===== src/rtl/temp_osc_pkg.sv =====
// Shared types and helpers for the multi-channel temperature-oscillator measurer.
// Holds the FSM encoding, the fixed phase lengths and a next-set-bit search.
package temp_osc_pkg;

  typedef enum logic [2:0] {
    S_IDLE,
    S_CLEAR,
    S_RUN,
    S_STOP,
    S_CAPTURE,
    S_RESULT
  } state_t;

  localparam int STOP_CYCLES  = 2;
  localparam int CLEAR_CYCLES = 1;

  // Lowest set bit of mask strictly above idx; -1 when none. idx = -1 finds the lowest set bit.
  function automatic int next_set_above(input logic [7:0] mask, input int idx);
    int r;
    r = -1;
    for (int i = 7; i >= 0; i--) begin
      if (mask[i] && (i > idx)) r = i;
    end
    return r;
  endfunction

endpackage


===== src/rtl/temp_osc_chan_sel.sv =====
// Channel pointer logic: first/next enabled channel search plus one-hot oscillator controls.
// Latency: purely combinational. Backpressure: none, outputs follow the inputs directly.
module temp_osc_chan_sel
  import temp_osc_pkg::*;
#(
  parameter int NCH = 2,
  parameter int CHW = 1
) (
  input  logic [NCH-1:0] scan_mask,
  input  logic [NCH-1:0] lat_mask,
  input  logic [CHW-1:0] cur_ch,
  input  logic           pwr_en,
  input  logic           clr_en,
  output logic [CHW-1:0] first_ch,
  output logic           first_vld,
  output logic [CHW-1:0] nxt_ch,
  output logic           nxt_vld,
  output logic [NCH-1:0] pwrupOsc,
  output logic [NCH-1:0] oscCntClr
);

  int first_idx;
  int nxt_idx;

  always_comb begin
    first_idx = next_set_above(8'(scan_mask), -1);
    nxt_idx   = next_set_above(8'(lat_mask), int'(cur_ch));
    first_vld = (first_idx >= 0);
    nxt_vld   = (nxt_idx >= 0);
    first_ch  = CHW'(first_idx);
    nxt_ch    = CHW'(nxt_idx);
  end

  // pwr_en and clr_en come from mutually exclusive states, so the two vectors never overlap.
  always_comb begin
    pwrupOsc  = '0;
    oscCntClr = '0;
    for (int k = 0; k < NCH; k++) begin
      pwrupOsc[k]  = pwr_en && (int'(cur_ch) == k);
      oscCntClr[k] = clr_en && (int'(cur_ch) == k);
    end
  end

endmodule


===== src/rtl/temp_osc_measure_multi.sv =====
// Scans NCH temperature oscillators and reports the mean of 2^AVG_LOG2 windows each; TEMP_OSC_OFFSET_EN gives offset-binary output.
// Latency: 2^AVG_LOG2*(W+4)+1 lfClk cycles per enabled channel, W = latched window length.
// Backpressure: none; res_valid is a one-cycle pulse and start is only honoured in IDLE.
module temp_osc_measure_multi
  import temp_osc_pkg::*;
#(
  parameter int  WIDTH    = 10,
  parameter int  NCH      = 2,
  parameter int  WINW     = 4,
  parameter int  AVG_LOG2 = 2,
  localparam int CHW      = (NCH > 1) ? $clog2(NCH) : 1
) (
  input  logic                 lfClk,
  input  logic                 rst_n,
  input  logic                 start,
  input  logic [WINW-1:0]      win_len,
  input  logic [NCH-1:0]       ch_mask,
  input  logic [NCH*WIDTH-1:0] oscCnt,
  output logic [NCH-1:0]       oscCntClr,
  output logic [NCH-1:0]       pwrupOsc,
  output logic                 done,
  output logic                 res_valid,
  output logic [CHW-1:0]       res_ch,
  output logic [WIDTH-1:0]     cycles
);

  localparam int ACCW = WIDTH + AVG_LOG2;
  localparam int REPW = (AVG_LOG2 > 0) ? AVG_LOG2 : 1;
  localparam logic [REPW-1:0] REP_LAST = REPW'((1 << AVG_LOG2) - 1);

  state_t           state_q, state_d;
  logic [CHW-1:0]   ch_q;
  logic [NCH-1:0]   mask_q;
  logic [WINW-1:0]  win_q;
  logic [WINW-1:0]  tmr_q;
  logic [REPW-1:0]  rep_q;
  logic [ACCW-1:0]  acc_q;
  logic [ACCW-1:0]  acc_sum;
  logic [WIDTH-1:0] cnt_sel;
  logic [WIDTH-1:0] mean;
  logic [WIDTH-1:0] res_val;
  logic [CHW-1:0]   first_ch, nxt_ch;
  logic             first_vld, nxt_vld;
  logic             rep_last;

  temp_osc_chan_sel #(.NCH(NCH), .CHW(CHW)) u_chan_sel (
    .scan_mask (ch_mask),
    .lat_mask  (mask_q),
    .cur_ch    (ch_q),
    .pwr_en    (state_q == S_RUN),
    .clr_en    (state_q == S_CLEAR),
    .first_ch  (first_ch),
    .first_vld (first_vld),
    .nxt_ch    (nxt_ch),
    .nxt_vld   (nxt_vld),
    .pwrupOsc  (pwrupOsc),
    .oscCntClr (oscCntClr)
  );

  assign done     = (state_q == S_IDLE);
  assign rep_last = (rep_q == REP_LAST);
  assign cnt_sel  = oscCnt[ch_q*WIDTH +: WIDTH];
  assign acc_sum  = acc_q + ACCW'(cnt_sel);
  assign mean     = acc_sum[ACCW-1:AVG_LOG2];

`ifdef TEMP_OSC_OFFSET_EN
  assign res_val = {~mean[WIDTH-1], mean[WIDTH-2:0]};
`else
  assign res_val = mean;
`endif

  always_ff @(posedge lfClk or negedge rst_n) begin
    if (!rst_n) state_q <= S_IDLE;
    else        state_q <= state_d;
  end

  always_comb begin
    state_d = state_q;
    unique case (state_q)
      S_IDLE:    if (start && first_vld) state_d = S_CLEAR;
      S_CLEAR:   if (tmr_q == WINW'(CLEAR_CYCLES)) state_d = S_RUN;
      S_RUN:     if (tmr_q == win_q) state_d = S_STOP;
      S_STOP:    if (tmr_q == WINW'(STOP_CYCLES)) state_d = S_CAPTURE;
      S_CAPTURE: state_d = rep_last ? S_RESULT : S_CLEAR;
      S_RESULT:  state_d = nxt_vld ? S_CLEAR : S_IDLE;
      default:   state_d = S_IDLE;
    endcase
  end

  // The timer restarts at 1 on every state change, so it counts cycles spent in the current phase.
  always_ff @(posedge lfClk or negedge rst_n) begin
    if (!rst_n) begin
      tmr_q     <= '0;
      ch_q      <= '0;
      mask_q    <= '0;
      win_q     <= '0;
      rep_q     <= '0;
      acc_q     <= '0;
      res_valid <= 1'b0;
      res_ch    <= '0;
      cycles    <= '0;
    end else begin
      tmr_q     <= (state_d != state_q) ? WINW'(1) : tmr_q + WINW'(1);
      res_valid <= 1'b0;
      unique case (state_q)
        S_IDLE: begin
          if (start && first_vld) begin
            mask_q <= ch_mask;
            win_q  <= (win_len == '0) ? WINW'(1) : win_len;
            ch_q   <= first_ch;
            rep_q  <= '0;
            acc_q  <= '0;
          end
        end
        S_CAPTURE: begin
          acc_q <= acc_sum;
          if (!rep_last) begin
            rep_q <= rep_q + REPW'(1);
          end else begin
            cycles    <= res_val;
            res_ch    <= ch_q;
            res_valid <= 1'b1;
          end
        end
        S_RESULT: begin
          acc_q <= '0;
          rep_q <= '0;
          if (nxt_vld) ch_q <= nxt_ch;
        end
        default: ;
      endcase
    end
  end

endmodule


===== config.mk =====
export PLATFORM = sky130hd
export DESIGN_NAME = temp_osc_measure_multi
export DESIGN_NICKNAME = d
export VERILOG_FILES = /design/src/rtl/temp_osc_pkg.sv /design/src/rtl/temp_osc_chan_sel.sv /design/src/rtl/temp_osc_measure_multi.sv
export SDC_FILE = /design/constraint.sdc
export NUM_CORES = 1
export LEC_CHECK = 0
export ABC_AREA = 1
export CORE_MARGIN = 1
export CORE_UTILIZATION = 60
export DETAILED_ROUTE_END_ITERATION = 8
export DONT_BUFFER_PORTS = 1
export PLACE_DENSITY = 0.86
export SYNTH_ARGS = -nofsm -noshare
export SYNTH_HDL_FRONTEND = slang
export SYNTH_HIERARCHICAL = 1
export SYNTH_SLANG_ARGS = --single-unit

===== constraint.sdc =====
create_clock -name lfClk -period 3.95 [get_ports lfClk]
set_input_delay 0.79 -clock lfClk [delete_from_list [all_inputs] [get_ports lfClk]]
set_output_delay 0.79 -clock lfClk [all_outputs]
set_load 0.01 [all_outputs]

---- Yosys cells after proc, flatten, opt, wreduce, memory -nomap -nowiden ----
Cells that the tools add are included.
word-level totals
  register bits ........................... 40
  input port bits ......................... 29
  output and inout port bits .............. 17
  word-level logic and storage cells ...... 69
operators by class
  add/subtract/negate cells ............... 3
  multipliers ............................. 1
  magnitude comparators ................... 3
  equality and inequality tests ........... 13
  shift-type cells ........................ 1
  multiplexer cells ....................... 22
  bitwise gates (word level) .............. 1
  reductions and logical operators ........ 15
operators with widths
  operator                                                             number
  2-to-1 mux 32 bit                                                    3
  greater-or-equal comparator 32 x 1 -> 1 bit (second input constant)  2
  one-hot mux 12 bit (3 select lines)                                  1
  variable part select 20 x 6 -> 10 bit                                1
  one-hot mux 3 bit (6 select lines)                                   1
  2-to-1 mux 3 bit                                                     5
  adder 12 x 10 -> 12 bit                                              1
  2-to-1 mux 12 bit                                                    1
  2-to-1 mux 4 bit                                                     2
  == test 3 x 2 -> 1 bit (second input constant)                       2
  == test 3 bit (second input constant)                                2
  logical AND 1 bit                                                    6
  one-hot mux 2 bit (3 select lines)                                   1
  AND reduction 2 bit                                                  3
  AND reduction 3 bit                                                  2
  2-to-1 mux 1 bit                                                     5
  adder 4 x 1 -> 4 bit (second input constant)                         1
  == test 4 x 1 -> 1 bit (second input constant)                       1
  == test 4 x 2 -> 1 bit (second input constant)                       1
  == test 4 bit                                                        1
  zero test 4 bit                                                      1
  multiplier 1 x 3 -> 4 bit (second input constant)                    1
  2-to-1 mux 2 bit                                                     2
  inequality test 2 bit (second input constant)                        2
  11 further kinds                                                     11

---- Depth between registers and ports, before layout ----
Gate-level depths: netlist (run 1).
  word-level depth ........................ 8
  depth in mapped cells ................... 14
  gate-level depth less buffers ........... 14

---- Hierarchy ----
Netlist (run 1), hierarchy kept.
by module, submodules not included
  module                  times used  cells each  area each (um^2)  seq. area each (um^2)
  temp_osc_measure_multi  1           355         2531.2            1001.0
  temp_osc_chan_sel       1           15          60.1              0.0

---- Least setup slack after synthesis (run 1) ----
OpenSTA, ideal clock, no wires.
  kind .................................... input to register
  from .................................... in oscCnt[11]
  to ...................................... reg acc_q[5]
  setup time .............................. 0.118 ns
  arrival time ............................ 2.121 ns
  required time ........................... 3.832 ns
  setup slack ............................. 1.711 ns
  stages .................................. 11
  path buffers ............................ 0
  cell sequence ........................... or2_2 o21ai_0 inv_1 ha_1 nand3_1 nand3_1 nand2_1 nand2_1 xor2_1 nand2_1 nand2_1
on the way
  cells in the longest elaborated chain, start to end .. 3
RTL lines
  item                                   RTL line                       RTL
  start: declaration                     temp_osc_measure_multi.sv:18   input logic [NCH*WIDTH-1:0] oscCnt,
  variable part select 20 x 6 -> 10 bit  temp_osc_measure_multi.sv:62   assign cnt_sel = oscCnt[ch_q*WIDTH +: WIDTH];
  adder 12 x 10 -> 12 bit                temp_osc_measure_multi.sv:63   assign acc_sum = acc_q + ACCW'(cnt_sel);
  one-hot mux 12 bit (3 select lines)    temp_osc_measure_multi.sv:105  unique case (state_q)
  end signal: assignment                 temp_osc_measure_multi.sv:116  acc_q <= acc_sum;
  end: declaration                       temp_osc_measure_multi.sv:37   logic [ACCW-1:0] acc_q;
Every way passes these cells.
A chain may end at the register's enable or synchronous reset.

---- Worst setup path in the final report (run 1) ----
  from .................................... reg ch_q
  to ...................................... reg acc_q[6]
on the way
  cells in the longest elaborated chain, start to end .. 4
RTL lines
  item                                   RTL line                       RTL
  start: declaration                     temp_osc_measure_multi.sv:32   logic [CHW-1:0] ch_q;
  start signal: assignment               temp_osc_measure_multi.sv:110  ch_q <= first_ch;
  start signal: assignment               temp_osc_measure_multi.sv:128  if (nxt_vld) ch_q <= nxt_ch;
  multiplier 1 x 3 -> 4 bit              temp_osc_measure_multi.sv:62
  variable part select 20 x 6 -> 10 bit  temp_osc_measure_multi.sv:62
  adder 12 x 10 -> 12 bit                temp_osc_measure_multi.sv:63
  one-hot mux 12 bit (3 select lines)    temp_osc_measure_multi.sv:105
Every way passes these cells.

==> results of run 1 <==
[routing by layer]
| layer | vias to the layer above | global-route usage [%] | wire length, microns |
|---|---|---|---|
| li1 | 1121 | - | - |
| met1 | 978 | 33.9 | 2430 |
| met2 | 54 | 41.5 | 2400 |
| met3 | 6 | 7.43 | 333 |
| met4 | 0 | 8.78 | 65 |
| met5 | - | 0 | 0 |
[path summary, 6_finish.rpt]
| path | end | slack [ps] | cells past startpoint |
|---|---|---|---|
| worst max-delay path | acc_q[6] | 1600 | 12 |
| worst min-delay path | cycles[1] | 180 | 0 |
| worst max register to register | acc_q[6] | 1600 | 12 |
| worst min register to register | acc_q[5] | 500 | 2 |
| max in group asynchronous | state_q[2] | 3690 | 0 |
| min in group lfClk | acc_q[5] | 500 | 2 |
[report_power, final]
group / internal [W] / switching [W]
combinational: 0.000261 / 0.000484
clock: 0.000204 / 0.000142
sequential: 0.000481 / 0.0000693
total: 0.000946 / 0.000695
[cell type report]
class,count,area [sq um]
clock inverters,2,35.0
well taps,50,62.6
fillers,338,1360
clock buffers,6,82.6
multi-input cells,265,1330
inverters,55,209
flip-flops and latches,39,976
repair buffers,1,7.51
[per-stage QoR]
stage	total power [W]	cell area, sq um	hold WS (ps)	std cells	worst slack [ps]
6_report	0.00164	2700	179	418	1600
3_5_place_dp	0.00130	2580	476	410	1520
3_3_place_gp	0.00127	2580	460	410	1580
5_1_grt	0.00179	2700	160	418	1370
2_1_floorplan	0.00115	2550	446	366	1710
4_1_cts	0.00165	2700	172	418	1580
[sequential cells by signal, indices dropped and copies added (netlist names)]
register	flops
rep_q	2
win_q	4
state_q	3
mask_q	1
res_ch	1
res_valid	1
acc_q	12
cycles	10
tmr_q	4
ch_q	1
==> reports/metrics.yaml, run 1 <==
status: "finished clean"
hp-class: "input pin to asynchronous set/reset pin"
clock_latency_ps: 300
dieArea_sq_um: 4520
fin_crit_ps: 2350
fin_util_pct: 66.6
cts.sinks: 39
detail_route.wl_per_cell_microns: 12.5
start_util_pct: 63.0
path_class: "register to register"
cts.root.buffer_cell: "clkbuf_8"
startpoint: "ch_q"
overflow: 0
first_global_vias: 1956
wirelength_microns: 5230
crit_top_cell: "nand2_1"
cts_buffers: 5
r2r_start: "ch_q"
grt_max_degree: 40
hpwl_microns: 3870
drc_errors: 0
hold_viol: 0
postCtsHoldBufs: 0
syn_area_sq_um: 2550
first_pass_iters: 4
drive_above_1_share_pct: 7.07
die_w_microns: 67.3
drt_iter0_markers: 164
layout_commonest_cell: "nand2_1"
grt_pass1_wl_microns: 8690
skew_ps: 6.89
p_per_area_nw_per_um2: 607
path_cells: "inv_1, nand2_1, nand2_1, ha_1, inv_1, fa_1, o21bai_1, nand2_1, nand2_1, nand2_1, nand3_1, nand2_1"
avgViaCountPerCell: 5.17
core_area_sq_um: 4060
cts_setup_buffers: 0
gp_congestion: 0.891
syn-num-nets: 410
critical_path.slowest_cell: "fa_1"
leakagePower_nw: 1.56
peakVddDrop_mv: 0.422
drv_slew: 0
crit_buf_inv: 2
mostFrequentLayoutCells: "nand2_1, inv_1, dfrtp_1, nor2_1, nand3_1"
antenna_found_initial: 0
timing.final.crit_share_pct: 59.5
rsz0062_at_grt: "false"
diodes: 0
cap_violations: 0
cts_buffer_depth: 2
fmax_mhz: 426
end_kind: "register"
syn_area_per_cell_sq_um: 6.98
grt_util_all_layers_pct: 26.1
area_growth_pct: 5.73
worstPathArrival_ps: 2530
final.setup.tns_ps: 0
crit_required_ps: 4130
slowest_delay_ps: 420
path_max_fanout: 11
ios: 46
synth_warnings: 6
vias: 2159
die_h_microns: 67.3
num_rows: 23
netlist_instances: 366
finalSetupViolCount: 0
h-tree-depth: 2
start_kind: "register"
fin_nets: 411
antenna_left: 0
portBuffers: 0
cts_tree: "done"
critPathTopFamily: "adder cells"
cts_resized: 0
clkTransAtPathRegs_ps: 80
Note: power is estimated with default switching activity, not from simulation.
==> run 2, diff against run 1 <==
==> constraint.sdc (replaced) <==
create_clock -name lfClk -period 2.4 [get_ports lfClk]
set_input_delay 0.48 -clock lfClk [delete_from_list [all_inputs] [get_ports lfClk]]
set_output_delay 0.48 -clock lfClk [all_outputs]
set_load 0.01 [all_outputs]
==> run 2 against run 1 <==
Compared with the run above: power is 59% higher; register-to-register slack worse by 1300 ps; clock power is 34% higher; utilization is 0.15 points higher; clock skew is 4.3 ps higher; sequential share of layout area is 0.084 points lower; global-route usage is 1.2 points higher; non-clock buffer count is 2 higher; fmax is 9.7% higher; largest power group unchanged; highest routed layer unchanged.
==> reports/metrics.yaml, run 2 (same netlist as run 1, synthesis figures left out) <==
fin_crit_ps: 2140
leakagePower_nw: 1.56
status: "finished clean"
wirelength_microns: 5330
dieArea_sq_um: 4520
fmax_mhz: 467
drive_above_1_share_pct: 7.84
antenna_left: 0
cts_buffers: 5
skew_ps: 11.2
critical_path.slowest_cell: "dfrtp_1"
largest_reg_flops: 12
critPathTopFamily: "simple AND/OR/NAND/NOR gates"
avgViaCountPerCell: 5.17
overflow: 0
slowest_delay_ps: 350
cap_violations: 0
layout_commonest_cell: "nand2_1"
diodes: 0
crit_top_cell: "nand2_1"
portBuffers: 0
num_rows: 23
grt_util_all_layers_pct: 27.3
drt_iter0_markers: 161
antenna_found_initial: 0
h-tree-depth: 2
die_w_microns: 67.3
drv_slew: 0
hold_viol: 0
vias: 2172
detail_route.wl_per_cell_microns: 12.7
cts.root.buffer_cell: "clkbuf_8"
r2r_setup_slack_ps: 260
dpl_cell_area_sq_um: 2590
grt_max_degree: 40
drc_errors: 0
ios: 46
hp-class: "input pin to asynchronous set/reset pin"
area_growth_pct: 5.97
fin_nets: 413
crit_required_ps: 2590
timing.final.crit_share_pct: 89.2
finalSetupViolCount: 0
end_kind: "register"
hpwl_microns: 3860
switchingPower_w: 0.00117
cts.sinks: 39
cts_tree: "done"
peakVddDrop_mv: 0.666
clkTransAtPathRegs_ps: 90
top_regs: "acc_q x12, cycles x10"
cts_buffer_depth: 2
start_kind: "register"
seqPwrFrac_pct: 34.8
gp_congestion: 0.961
fin_hold_ws_ps: 3.91
stdcell_area_sq_um: 2710
rsz0062_at_grt: "false"
p_int_w: 0.00144
start_util_pct: 63.0
clkPwrFrac_pct: 17.7
clock_latency_ps: 300
combPwrFrac_pct: 47.4
path_class: "register to register"
path_max_fanout: 6
worstPathArrival_ps: 2330
top_register: "acc_q"
p_sw_share_pct: 44.8
grt_pass1_wl_microns: 9120
cts_setup_buffers: 0
power.total_w: 0.00261
first_global_vias: 2066
mostFrequentLayoutCells: "nand2_1, inv_1, dfrtp_1, nor2_1, nand3_1"
first_pass_iters: 4
p_per_area_nw_per_um2: 965
die_h_microns: 67.3
core_area_sq_um: 4060
path_cells: "inv_1, or2_2, o21ai_0, inv_1, ha_1, nand3_1, nand3_1, nand2_1, nand2_1, nor2_1, nand3b_1, nand2_1"
final.setup.tns_ps: 0
crit_buf_inv: 2
## run 2: cell count changes in the layout (fill, tap and decap cells not counted), sizes merged
cell / before / now
clkinv: 2 / 1
buf: 1 / 3
bufinv: 1 / 0
inv: 54 / 55
clkbuf: 6 / 5
clkinvlp: 0 / 2
## run 2: path summary, 6_finish.rpt
check / cells after the start / startpoint / end
setup / recovery: 12 / ch_q / acc_q[7]
hold / removal: 1 / rst_n / state_q[2]
setup reg to reg: 12 / ch_q / acc_q[7]
hold reg to reg: 2 / rep_q[1] / rep_q[1]
max in group asynchronous: 1 / rst_n / cycles[1]
min in group lfClk: 2 / ch_mask[1] / mask_q[1]
## run 2: power by group through the flow
stage | clock network [W] | registers (W) | logic (W)
2_1_floorplan | 0 | 0.000903 | 0.000986
3_3_place_gp | 0 | 0.000917 | 0.00118
3_5_place_dp | 0 | 0.000920 | 0.00120
4_1_cts | 0.000469 | 0.000910 | 0.00123
5_1_grt | 0.000498 | 0.000929 | 0.00142
6_report | 0.000464 | 0.000911 | 0.00124
## run 2: layer usage
metal | track usage (%) | part of all wire (%)
met3 | 9.46 | 6.9
met5 | 0 | 0
met1 | 35.0 | 47
met4 | 10.1 | 1.4
met2 | 42.3 | 45
## run 2: cell type report
cell class              count  area, sq um
clock buffers               5         68.8
clock inverters             3         23.8
fillers                   334         1350
inverters                  55          209
multi-input cells         265         1330
flip-flops and latches     39          976
well taps                  50         62.6
repair buffers              3         35.0
## run 2: timing repair
| item | in CTS | in global routing |
|---|---|---|
| hold buffers | 1 | 0 |
| resized for setup | 0 | 1 |
| hold endpoints to repair | 39 | 0 |
| setup endpoints to repair | 0 | 1 |
## run 2: per-stage QoR
step / cells / setup slack, ps / utilization, %
floorplan: 366 / 238 / -
global placement: 411 / 338 / 63.9
detailed placement: 411 / 261 / 63.9
CTS: 420 / 244 / 66.6
global route: 420 / 78.0 / 66.7
finish: 420 / 260 / 66.7
==> run 3, diff against run 2 <==
--- a/config.mk
+++ b/config.mk
@@ -7,10 +7,10 @@
 export LEC_CHECK = 0
 export ABC_AREA = 1
 export CORE_MARGIN = 1
-export CORE_UTILIZATION = 60
+export CORE_UTILIZATION = 64
 export DETAILED_ROUTE_END_ITERATION = 8
 export DONT_BUFFER_PORTS = 1
-export PLACE_DENSITY = 0.86
+export PLACE_DENSITY = 0.9
 export SYNTH_ARGS = -nofsm -noshare
 export SYNTH_HDL_FRONTEND = slang
 export SYNTH_HIERARCHICAL = 1
==> run 3 against run 2 <==
Compared with the run above: wire length is 4.9% higher; die area fell by 6.1%; final cell count shrank 0.24%; critical path depth unchanged; utilization grew 6.8 points; register-to-register slack worse by 70 ps; fmax is 3.0% lower; worst setup slack got worse by 65 ps; clock-buffer cell count did not move; flip-flop and latch count unchanged; power increased by 8.8%; largest power group unchanged; cell area is 1.7% higher.
==> reports/metrics.yaml, run 3 (same netlist as run 1, synthesis figures left out) <==
wirelength_microns: 5590
slowest_delay_ps: 430
stdcell_area_sq_um: 2750
die_w_microns: 65.2
num_rows: 22
fmax_mhz: 453
die_h_microns: 65.2
gp_congestion: 0.920
cts_tree: "done"
crit_buf_inv: 2
ios: 46
critical_path.slowest_cell: "fa_1"
p_per_area_nw_per_um2: 1030
cts_buffer_depth: 2
start_util_pct: 68.2
hp-class: "input pin to asynchronous set/reset pin"
rsz0062_at_grt: "false"
cts_buffers: 5
h-tree-depth: 2
critPathTopFamily: "adder cells"
overflow: 0
pre_cts_slack_ps: 254
crit_required_ps: 2590
fin_nets: 414
cts.sinks: 39
grt_pass1_wl_microns: 9570
nFillCells: 297
grt_max_degree: 40
path_class: "register to register"
hpwl_microns: 4060
top_register: "acc_q"
detail_route.wl_per_cell_microns: 13.3
crit_top_cell: "nand2_1"
grt_util_all_layers_pct: 29.7
cap_violations: 0
drt_iter0_markers: 170
top_regs: "acc_q x12, cycles x10"
vias: 2277
antenna_found_initial: 0
drive_above_1_share_pct: 7.82
skew_ps: 5.26
timing.final.crit_share_pct: 91.9
finalSetupViolCount: 0
cts_setup_buffers: 0
first_global_vias: 2251
dieArea_sq_um: 4250
setup_ws_ps: 195
area_growth_pct: 7.74
layout_commonest_cell: "nand2_1"
mostFrequentLayoutCells: "nand2_1, inv_1, dfrtp_1, nor2_1, nand3_1"
start_kind: "register"
peakVddDrop_mv: 0.686
leakagePower_nw: 1.58
antenna_left: 0
clock_latency_ps: 300
worstPathArrival_ps: 2390
fin_hold_ws_ps: 17.9
drc_errors: 0
path_cells: "buf_4, nand2_1, nand2_1, ha_1, inv_1, fa_1, o21bai_1, nand2_1, nand2_1, nand2_1, nand3_1, nand2_1"
core_area_sq_um: 3740
dpl_cell_area_sq_um: 2600
end_kind: "register"
cts.root.buffer_cell: "clkbuf_8"
avgViaCountPerCell: 5.43
clkTransAtPathRegs_ps: 80
drv_slew: 0
status: "finished clean"
fin_crit_ps: 2210
diodes: 0
first_pass_iters: 6
largest_reg_flops: 12
hold_viol: 0
portBuffers: 0
final.setup.tns_ps: 0
path_max_fanout: 10
-- run 3: changes by cell type in the layout (fill, tap and decap cells not counted) --
cell / before / now
bufinv_16: 0 / 2
buf_4: 2 / 3
clkinvlp_4: 2 / 1
inv_6: 1 / 0
o21bai_1: 0 / 1
o21bai_2: 1 / 0
-- run 3: timing repair --
action | 4_1_cts | 5_1_grt
endpoints found under the hold margin | 39 | 0
resized for setup | 0 | 0
hold buffers | 1 | 0
-- run 3: path summary, 6_finish.rpt --
| check | depth (start not counted) | slack [ps] | to | start |
|---|---|---|---|---|
| worst max register to register | 12 | 190 | acc_q[8] | ch_q |
| max in group asynchronous | 1 | 2200 | acc_q[0] | rst_n |
| worst max-delay path | 12 | 190 | acc_q[8] | ch_q |
| worst min-delay path | 1 | 20 | acc_q[3] | rst_n |
| worst min register to register | 2 | 480 | rep_q[1] | rep_q[1] |
| min in group lfClk | 2 | 300 | mask_q[1] | ch_mask[1] |
-- run 3: per-layer routing --
layer	global-route usage, %	wire, microns	vias up
li1	-	-	1137
met1	37.6	2470	1039
met2	48.7	2560	88
met3	6.25	458	13
met4	12.8	106	0
met5	0	0	-
-- run 3: stage by stage --
| stage | util, % | total power, W | instances |
|---|---|---|---|
| 2_1_floorplan | - | 0.00189 | 366 |
| 3_3_place_gp | 69.4 | 0.00210 | 410 |
| 3_5_place_dp | 69.4 | 0.00216 | 410 |
| 4_1_cts | 73.5 | 0.00285 | 419 |
| 5_1_grt | 73.5 | 0.00307 | 419 |
| 6_report | 73.5 | 0.00284 | 419 |
-- run 3: final cells by class --
cell class,count,area [sq um],share of cell area (%)
multi-input combinational,265,1330,48.3
timing repair buffer,4,42.5,1.55
tap,48,60.1,2.18
clock buffer,5,68.8,2.50
inverter,55,209,7.59
clock inverter,3,67.6,2.45
sequential,39,976,35.5
-- run 3: where the power goes --
group	internal, W	total (W)	leakage, nW	switching, W
Combinational	0.000458	0.00127	1.01	0.000815
Sequential	0.000792	0.000914	0.506	0.000123
Clock	0.000415	0.000656	0.0644	0.000241
Total	0.00166	0.00284	1.58	0.00118
